[config.mk]
export PLATFORM = sky130hd
export DESIGN_NAME = fft_frame_sequencer
export DESIGN_NICKNAME = d
export VERILOG_FILES = /design/src/rtl/fft_frame_sequencer.sv
export SDC_FILE = /design/constraint.sdc
export NUM_CORES = 1
export LEC_CHECK = 0
export ABC_AREA = 1
export CAP_MARGIN = 10
export CORE_MARGIN = 2
export CORE_UTILIZATION = 47
export CTS_BUF_LIST = sky130_fd_sc_hd__clkbuf_16
export CTS_CLUSTER_DIAMETER = 100
export DETAILED_ROUTE_END_ITERATION = 8
export PLACE_DENSITY = 0.95
export SYNTH_ARGS = -nofsm -noshare
export SYNTH_HDL_FRONTEND = slang
export SYNTH_SLANG_ARGS = --single-unit
[constraint.sdc]
create_clock -name clk -period 2.9 [get_ports clk]
set_clock_uncertainty 0.15 [all_clocks]
set_input_delay 0.87 -clock clk [delete_from_list [all_inputs] [get_ports clk]]
set_output_delay 0.87 -clock clk [all_outputs]
set_load 0.01 [all_outputs]
[src/rtl/fft_frame_sequencer.sv]
// Streams a readable double-buffer frame into the FFT sink with sop/eop/err.
// Define FFT_SEQ_BITREV_ADDR_EN to read the buffer in bit-reversed order.
module fft_frame_sequencer #(
    parameter int DATA_WIDTH = 24,
    parameter int FRAME_LEN  = 512,
    parameter int CNT_WIDTH  = 16
) (
    input  logic                         clk,
    input  logic                         reset,
    input  logic                         i_enable,
    input  logic                         i_frame_ready,
    output logic [$clog2(FRAME_LEN)-1:0] o_rd_addr,
    input  logic [DATA_WIDTH-1:0]        i_rd_data,
    output logic                         o_sink_valid,
    input  logic                         i_sink_ready,
    output logic [DATA_WIDTH-1:0]        o_sink_data,
    output logic                         o_sink_sop,
    output logic                         o_sink_eop,
    output logic                         o_sink_err,
    output logic                         o_busy,
    output logic                         o_overrun,
    input  logic                         i_clear_overrun,
    output logic [CNT_WIDTH-1:0]         o_frame_count,
    output logic [CNT_WIDTH-1:0]         o_drop_count
);

    localparam int AW = $clog2(FRAME_LEN);
    localparam logic [AW-1:0] LAST = AW'(FRAME_LEN - 1);

    typedef enum logic {
        IDLE,
        STREAM
    } state_t;

    state_t state;
    state_t state_nx;

    logic [AW-1:0] idx;
    logic          pending;
    logic          corrupt;
    logic          xfer;
    logic          last_xfer;
    logic          ovr_evt;
    logic          start_req;

    assign start_req = i_frame_ready && i_enable;
    assign xfer      = o_sink_valid && i_sink_ready;
    assign last_xfer = xfer && o_sink_eop;
    // A pulse coinciding with the eop transfer is a normal start, not an overrun
    assign ovr_evt   = (state == STREAM) && i_frame_ready && !last_xfer;

    always_ff @(posedge clk) begin
        if (reset) begin
            state <= IDLE;
        end else begin
            state <= state_nx;
        end
    end

    always_comb begin
        state_nx = state;
        unique case (state)
            IDLE: begin
                if (start_req) begin
                    state_nx = STREAM;
                end
            end
            STREAM: begin
                if (last_xfer && !pending && !start_req) begin
                    state_nx = IDLE;
                end
            end
            default: state_nx = IDLE;
        endcase
    end

    always_comb begin
        o_sink_valid = (state == STREAM);
        o_busy       = (state == STREAM);
        o_sink_sop   = (state == STREAM) && (idx == '0);
        o_sink_eop   = (state == STREAM) && (idx == LAST);
        o_sink_err   = o_sink_eop && corrupt;
        o_sink_data  = i_rd_data;
    end

`ifdef FFT_SEQ_BITREV_ADDR_EN
    always_comb begin
        o_rd_addr = '0;
        for (int i = 0; i < AW; i++) begin
            o_rd_addr[i] = idx[AW-1-i];
        end
    end
`else
    assign o_rd_addr = idx;
`endif

    always_ff @(posedge clk) begin
        if (reset) begin
            idx           <= '0;
            pending       <= 1'b0;
            corrupt       <= 1'b0;
            o_overrun     <= 1'b0;
            o_frame_count <= '0;
            o_drop_count  <= '0;
        end else begin
            if (last_xfer) begin
                idx <= '0;
            end else if (xfer) begin
                idx <= idx + 1'b1;
            end

            // Only one frame is ever queued, however many overruns occur
            if (last_xfer) begin
                pending <= 1'b0;
                corrupt <= 1'b0;
            end else if (ovr_evt) begin
                pending <= 1'b1;
                corrupt <= 1'b1;
            end

            if (last_xfer) begin
                o_frame_count <= o_frame_count + 1'b1;
            end

            if (i_clear_overrun) begin
                o_overrun    <= 1'b0;
                o_drop_count <= '0;
            end else if (ovr_evt) begin
                o_overrun <= 1'b1;
                if (o_drop_count != '1) begin
                    o_drop_count <= o_drop_count + 1'b1;
                end
            end
        end
    end

endmodule

======== Word level (Yosys, flattened, before mapping) ========
Cells that the tools add are included.
word-level totals
  register bits ........................... 44
  bits in latches ......................... 0
  bits in writable memories ............... 0
  memory bits (read-only) ................. 0
  input port bits ......................... 30
  output and inout bits ................... 71
  logic and storage cells ................. 32
  memories ................................ 0
cells by class
  add/subtract/negate cells ............... 3
  multipliers ............................. 0
  divide/modulo/power cells ............... 0
  $lt $le $gt $ge ......................... 0
  equality and inequality tests ........... 2
  shift-type cells ........................ 0
  muxes and demuxes ....................... 3
  bitwise logic cells ..................... 1
  reduce and logical (&&, ||, !) cells .... 17
operators with widths
  kind                   number
  $add 16x1->16 const B  2
  $ne 16x16->1 const B   1
  $logic_and 1x1->1      10
  $add 9x1->9 const B    1
  $eq 9x9->1 const B     1
  $logic_not 9->1        1
  $reduce_or 2->1        2
  $logic_not 1->1        3
  $mux 1                 2
  $pmux 1 s2             1
  $reduce_and 2->1       1
  $not 1->1              1

======== Longest topological paths before layout ========
Gate-level depths: netlist of run 1.
  word-level depth ........................ 7
  gate-level depth with buffers ........... 13
  gate-level depth less buffers ........... 13

======== Worst setup path after synthesis of run 1 ========
Ideal clock, no wire load.
  path kind ............................... register to output
  start point ............................. register idx[1] (netlist: o_rd_addr[1])
  end point ............................... output o_sink_err
  data arrival time ....................... 1.394 ns
  data required time ...................... 1.880 ns
  path slack .............................. 0.486 ns
  cell stages (with the launch flop) ...... 7
  buffers on the path ..................... 0
  path through ............................ dfxtp_1 ha_1 nand4_1 nor3_1 ha_1 nand2_4 nor2_1
between the ends
  word-level cells in the longest chain between the ends .. 3
ends and longest elaborated chain
  what                    RTL line  text
  start, declared         38        logic [AW-1:0] idx;
  start signal, assigned  109       idx <= idx + 1'b1;
  $eq 9x9->1              81        o_sink_eop = (state == STREAM) && (idx == LAST);
  $logic_and 1x1->1       81
  $logic_and 1x1->1       82        o_sink_err = o_sink_eop && corrupt;
  end, declared           19        output logic o_sink_err,
No other way between the ends.

======== Worst setup path after layout of run 1 ========
Same ends and word-level chain as after synthesis.

==> reports/metrics.csv, run 1 <==
metric,value,unit
sequential power share,46.7,%
Worst Reg-to-Reg Cells,12,
Min-Delay Startpoint,o_overrun,
clk_lat worst skew,0.28,ns
Peak VDD IR,0.311,mV
most frequent cells in the layout,"84 x nand2_1, 66 x nor2_1, 49 x clkdlybuf4s50_1",
area of the core,5200,um2
drt first-iter violations,155,
Comb pwr share,4.9,%
complex-gate fraction of the synthesized area,9.11,%
switching part of the total,20.6,%
Setup crit start kind,flip-flop,
crit end category,primary output,
initial core utilization,49.4,%
largest net degree at the start of global routing,18,
number of cell rows,26,
RSZ-0062 raised after global routing,true,
Syn Inst Count,385,
Hold EP,o_overrun,
Final Hold Fails,0,
Synth cell types,30,
sequential area share after synthesis,34.3,%
P per Cell Area,407,nW/um2
ys flop type,dfxtp_1,
placed cell area,3010,um2
routed vias/inst,5.25,
yosys warns,0,
Post-CTS Setup Inserts,0,
Netlist Area Pre-Place,2570,um2
worst hold slack,0.319,ns
Routed WL,6.34,mm
Worst R2R Setup Slack,0.71,ns
CTS tree,built,
gr usage total,20.9,%
Synth async-reset ratio,0,%
Synth Area in XOR/XNOR,1.36,%
worst-path maximum fanout,5,
die area,6070,um2
diode count,0,
vias in the first global route,2379,
Crit path arrival time,1.79,ns
DIE WIDTH,77.9,um
"flops & latches, synth",44,
worst hold path class,flip-flop to flip-flop,
Pint,1030,uW
share of cells above drive strength 1,8.79,%
syn_nets,420,
CP required,1.88,ns
# port buffers,52,
leak pwr,0.00124,uW
Switching Power,269,uW
Post-synth EDFFs,0,
DR WL/cell,12.9,um
multiplexer share of the synthesized area,0,%
DR DRC count,0,
Final Setup Violations,0,
synthesized area per cell,6.67,um2
vias after detailed routing,2576,
CTS Hold Bufs,0,
CTS Buf Count,5,
outcome,"complete, no violations",
drt pass-1 iters,5,
Root Driver,clkbuf_16,
DRT antenna net count,0,
Pwr Total,1300,uW
Least-Margin Pin Slew,0.453,ns
Reg-to-Reg Start,o_rd_addr[1],
first-pass GRT wire length,10.5,mm
nets,455,
chip height,77.9,um
Tcrit/Tclk final,96.9,%
Post-Synth Simple-Gate Area,37.8,%
GRT overflow,0,
Max Cap Viol,0,
Routability Congestion,0.855,
Final Instance Area,3200,um2
Clk pwr share,48.4,%
RR Endpoint,o_drop_count[15],
Area Overhead vs Synth,24.5,%
"CTS clk-pin slew, worst paths",0.06,ns
Clock Tree Buf Depth,2,
initial antenna violation count,0,
Tmin final,2.81,ns
H-tree depth,2,
relative slew slack,69.7,%
# IOs,101,
Max Fclk,356,MHz
post-synthesis adder-cell area fraction,2.44,%
fin util,61.4,%
total clock sinks,44,
main combinational cell family by area after synthesis,simple AND/OR/NAND/NOR gates,
"most common cell after layout, fill and taps aside",nand2_1,
Hold Path Stages,1,
DP HPWL,4.51,mm
"Slew Viols, Final",0,
CP Class,flip-flop to primary output,
==> power by group through the flow <==
| stage | clock network [uW] | logic [uW] | registers [uW] |
|---|---|---|---|
| floorplan | 0 | 66.2 | 627 |
| detailed placement | 0 | 63.1 | 624 |
| finish | 629 | 63.7 | 608 |
| global route | 668 | 69.3 | 608 |
| global placement | 0 | 61.5 | 624 |
| CTS | 641 | 63.7 | 611 |
==> worst max path at each step <==
stage	depth (start not counted)	startpoint	endpoint
2_1_floorplan	6	o_rd_addr[1]	o_sink_err
3_3_place_gp	7	o_rd_addr[1]	o_sink_err
3_5_place_dp	7	o_rd_addr[1]	o_sink_err
4_1_cts	7	o_rd_addr[1]	o_sink_err
5_1_grt	7	o_rd_addr[1]	o_sink_err
6_report	7	o_rd_addr[1]	o_sink_err
==> layer usage <==
metal  share of wire (%)  GRT usage [%]
met5                   0              0
met4                 2.4           8.60
met3                 6.4           4.88
met2                  50           37.2
met1                  41           24.1
==> cell usage after synthesis (all sizes together) (2+ instances only) <==
master / count / area [um2]
a21oi: 30 / 150
buf: 28 / 203
clkbuf: 2 / 7.51
clkinv: 2 / 7.51
dfxtp: 44 / 881
ha: 5 / 62.6
inv: 44 / 168
nand2: 90 / 368
nand3: 27 / 148
nand4: 12 / 75.1
nor2: 74 / 330
nor3: 5 / 30.0
o21a: 3 / 22.5
o21ai: 11 / 55.1
xor2: 4 / 35.0
==> stage by stage <==
step | setup TNS (ns) | setup slack [ns] | cells
floorplan | 0 | 0.486 | 385
global placement | 0 | 0.0972 | 483
detailed placement | -0.0772 | -0.0772 | 483
CTS | 0 | 0.0159 | 491
global route | -0.00168 | -0.00168 | 491
finish | 0 | 0.0911 | 491
==> critical path, cell delays in order, from the launching register on <==
cell	delay [ns]
dfxtp_4	0.37
ha_1	0.16
nand4_1	0.15
nor3_2	0.18
ha_2	0.24
nand2_4	0.08
nor2_1	0.10
clkdlybuf4s15_2	0.23
==> timing repair <==
action / in CTS / in global routing
pin swaps: 2 / 1
setup endpoints to repair: 2 / 3
gates resized for setup: 9 / 5
==> layout make-up <==
type                       instances  area, um2
fill                             429       2010
multi-input combinational        265       1310
sequential                        44        893
timing repair buffer              58        568
inverter                          46        175
clock buffer                       5        125
tap                               70       87.6
clock inverter                     3       37.5
==> cell families (layout without fill, tap and decap cells) <==
| family | after synthesis | count (layout) |
|---|---|---|
| adder cells (fa/ha/maj) | 5 | 5 |
| flip-flops | 44 | 44 |
| AO/OA/AOI/OAI | 45 | 45 |
| buffers and inverters | 76 | 112 |
| XOR/XNOR | 4 | 4 |
| AND/OR/NAND/NOR | 211 | 211 |
==> registers in the layout, indices dropped and copies added, names as in the netlist <==
register       cells
o_drop_count      16
corrupt            1
o_rd_addr          9
o_frame_count     16
o_busy             1
o_overrun          1
No activity file was read; power rests on OpenSTA's default activity.
==> run 2, diff against run 1 <==
Settings changed: CTS_CLUSTER_DIAMETER 100 to 120, SKIP_CTS_REPAIR_TIMING set to 1.
==> reports/metrics.csv, run 2 (synthesized netlist as in run 1, its figures left out) <==
metric,value,unit
CP required,1.88,ns
setup TNS,0,ns
worst-path maximum fanout,6,
Top Family by Delay on Critical Path,simple AND/OR/NAND/NOR gates,
Final Setup Violations,0,
"CTS clk-pin slew, worst paths",0.06,ns
# IOs,101,
crit end category,primary output,
Routability Congestion,0.855,
"Slew Viols, Final",0,
worst hold slack,0.316,ns
Setup crit start kind,flip-flop,
leak pwr,0.00129,uW
Root Driver,clkbuf_16,
gr usage total,20.7,%
DR WL/cell,13.1,um
CP Buf/Inv Count,2,
CTS tree,built,
relative slew slack,69.5,%
slack of the critical path,0.0779,ns
diode count,0,
Area Overhead vs Synth,25.2,%
Least-Margin Pin Slew,0.456,ns
routed vias/inst,5.23,
total clock sinks,44,
Slowest cell on crit path,dfxtp_4,
most frequent cells in the layout,"84 x nand2_1, 66 x nor2_1, 49 x clkdlybuf4s50_1",
Final Instance Area,3220,um2
Max Cap Viol,0,
DP HPWL,4.51,mm
worst hold path class,flip-flop to flip-flop,
DRT antenna net count,0,
Clock Tree Buf Depth,2,
P per Cell Area,405,nW/um2
GRT overflow,0,
# port buffers,52,
clk_lat worst skew,0.28,ns
Crit path arrival time,1.80,ns
H-tree depth,2,
CTS Buf Count,5,
placed cell area,3010,um2
initial antenna violation count,0,
share of cells above drive strength 1,8.98,%
drt pass-1 iters,4,
nets,457,
Final Hold Fails,0,
Routed WL,6.44,mm
Tmin final,2.82,ns
Setup WS pre-CTS,-0.0772,ns
first-pass GRT wire length,10.4,mm
largest net degree at the start of global routing,18,
CP Cell Sequence,"nand2_1, inv_1, nand4_1, nor3_2, ha_2, nand2_4, nor2_1, dlymetal6s2s_1",
vias after detailed routing,2578,
die area,6070,um2
vias in the first global route,2367,
"most common cell after layout, fill and taps aside",nand2_1,
CP peak stage delay,0.38,ns
Tcrit/Tclk final,97.3,%
DIE WIDTH,77.9,um
number of cell rows,26,
DR DRC count,0,
area of the core,5200,um2
initial core utilization,49.4,%
CP Class,flip-flop to primary output,
Peak VDD IR,0.314,mV
outcome,"complete, no violations",
drt first-iter violations,218,
chip height,77.9,um
Max Fclk,354,MHz
Pwr Total,1300,uW
run 2: cell type report:
| class | count | area (um2) |
|---|---|---|
| fill | 428 | 1990 |
| multi-input combinational | 265 | 1310 |
| clock buffer | 5 | 125 |
| sequential | 44 | 893 |
| clock inverter | 3 | 37.5 |
| inverter | 46 | 175 |
| timing repair buffer | 60 | 588 |
| tap | 70 | 87.6 |
run 2: worst paths after layout:
check                           slack (ns)  depth (start not counted)      endpoint    startpoint
worst min-delay path                  0.32                          1  o_rd_addr[3]  o_rd_addr[3]
worst min register to register        0.32                          1  o_rd_addr[3]  o_rd_addr[3]
worst max register to register        0.53                         11  o_rd_addr[2]  o_rd_addr[2]
worst max-delay path                  0.08                          8    o_sink_err  o_rd_addr[2]
run 2: power by group:
group | leakage, uW | total, uW | internal [uW] | switching, uW
Clock | 0.0000789 | 631 | 400 | 230
Combinational | 0.000850 | 64.6 | 27.1 | 37.5
Sequential | 0.000358 | 608 | 605 | 3.13
Total | 0.00129 | 1300 | 1030 | 271
run 2: metrics by stage:
step,util [%],std cells
2_1_floorplan,-,385
3_3_place_gp,57.9,483
3_5_place_dp,57.9,483
4_1_cts,61.0,491
5_1_grt,61.8,493
6_report,61.8,493
run 2: routing by layer:
metal	wire length (um)	vias to the layer above	GRT usage, %	share of wire [%]
met5	0	-	0	0
met4	159	0	8.25	2.5
met3	463	22	4.77	7.2
met2	3220	116	36.6	50
met1	2600	1161	24.1	40
li1	-	1279	-	-
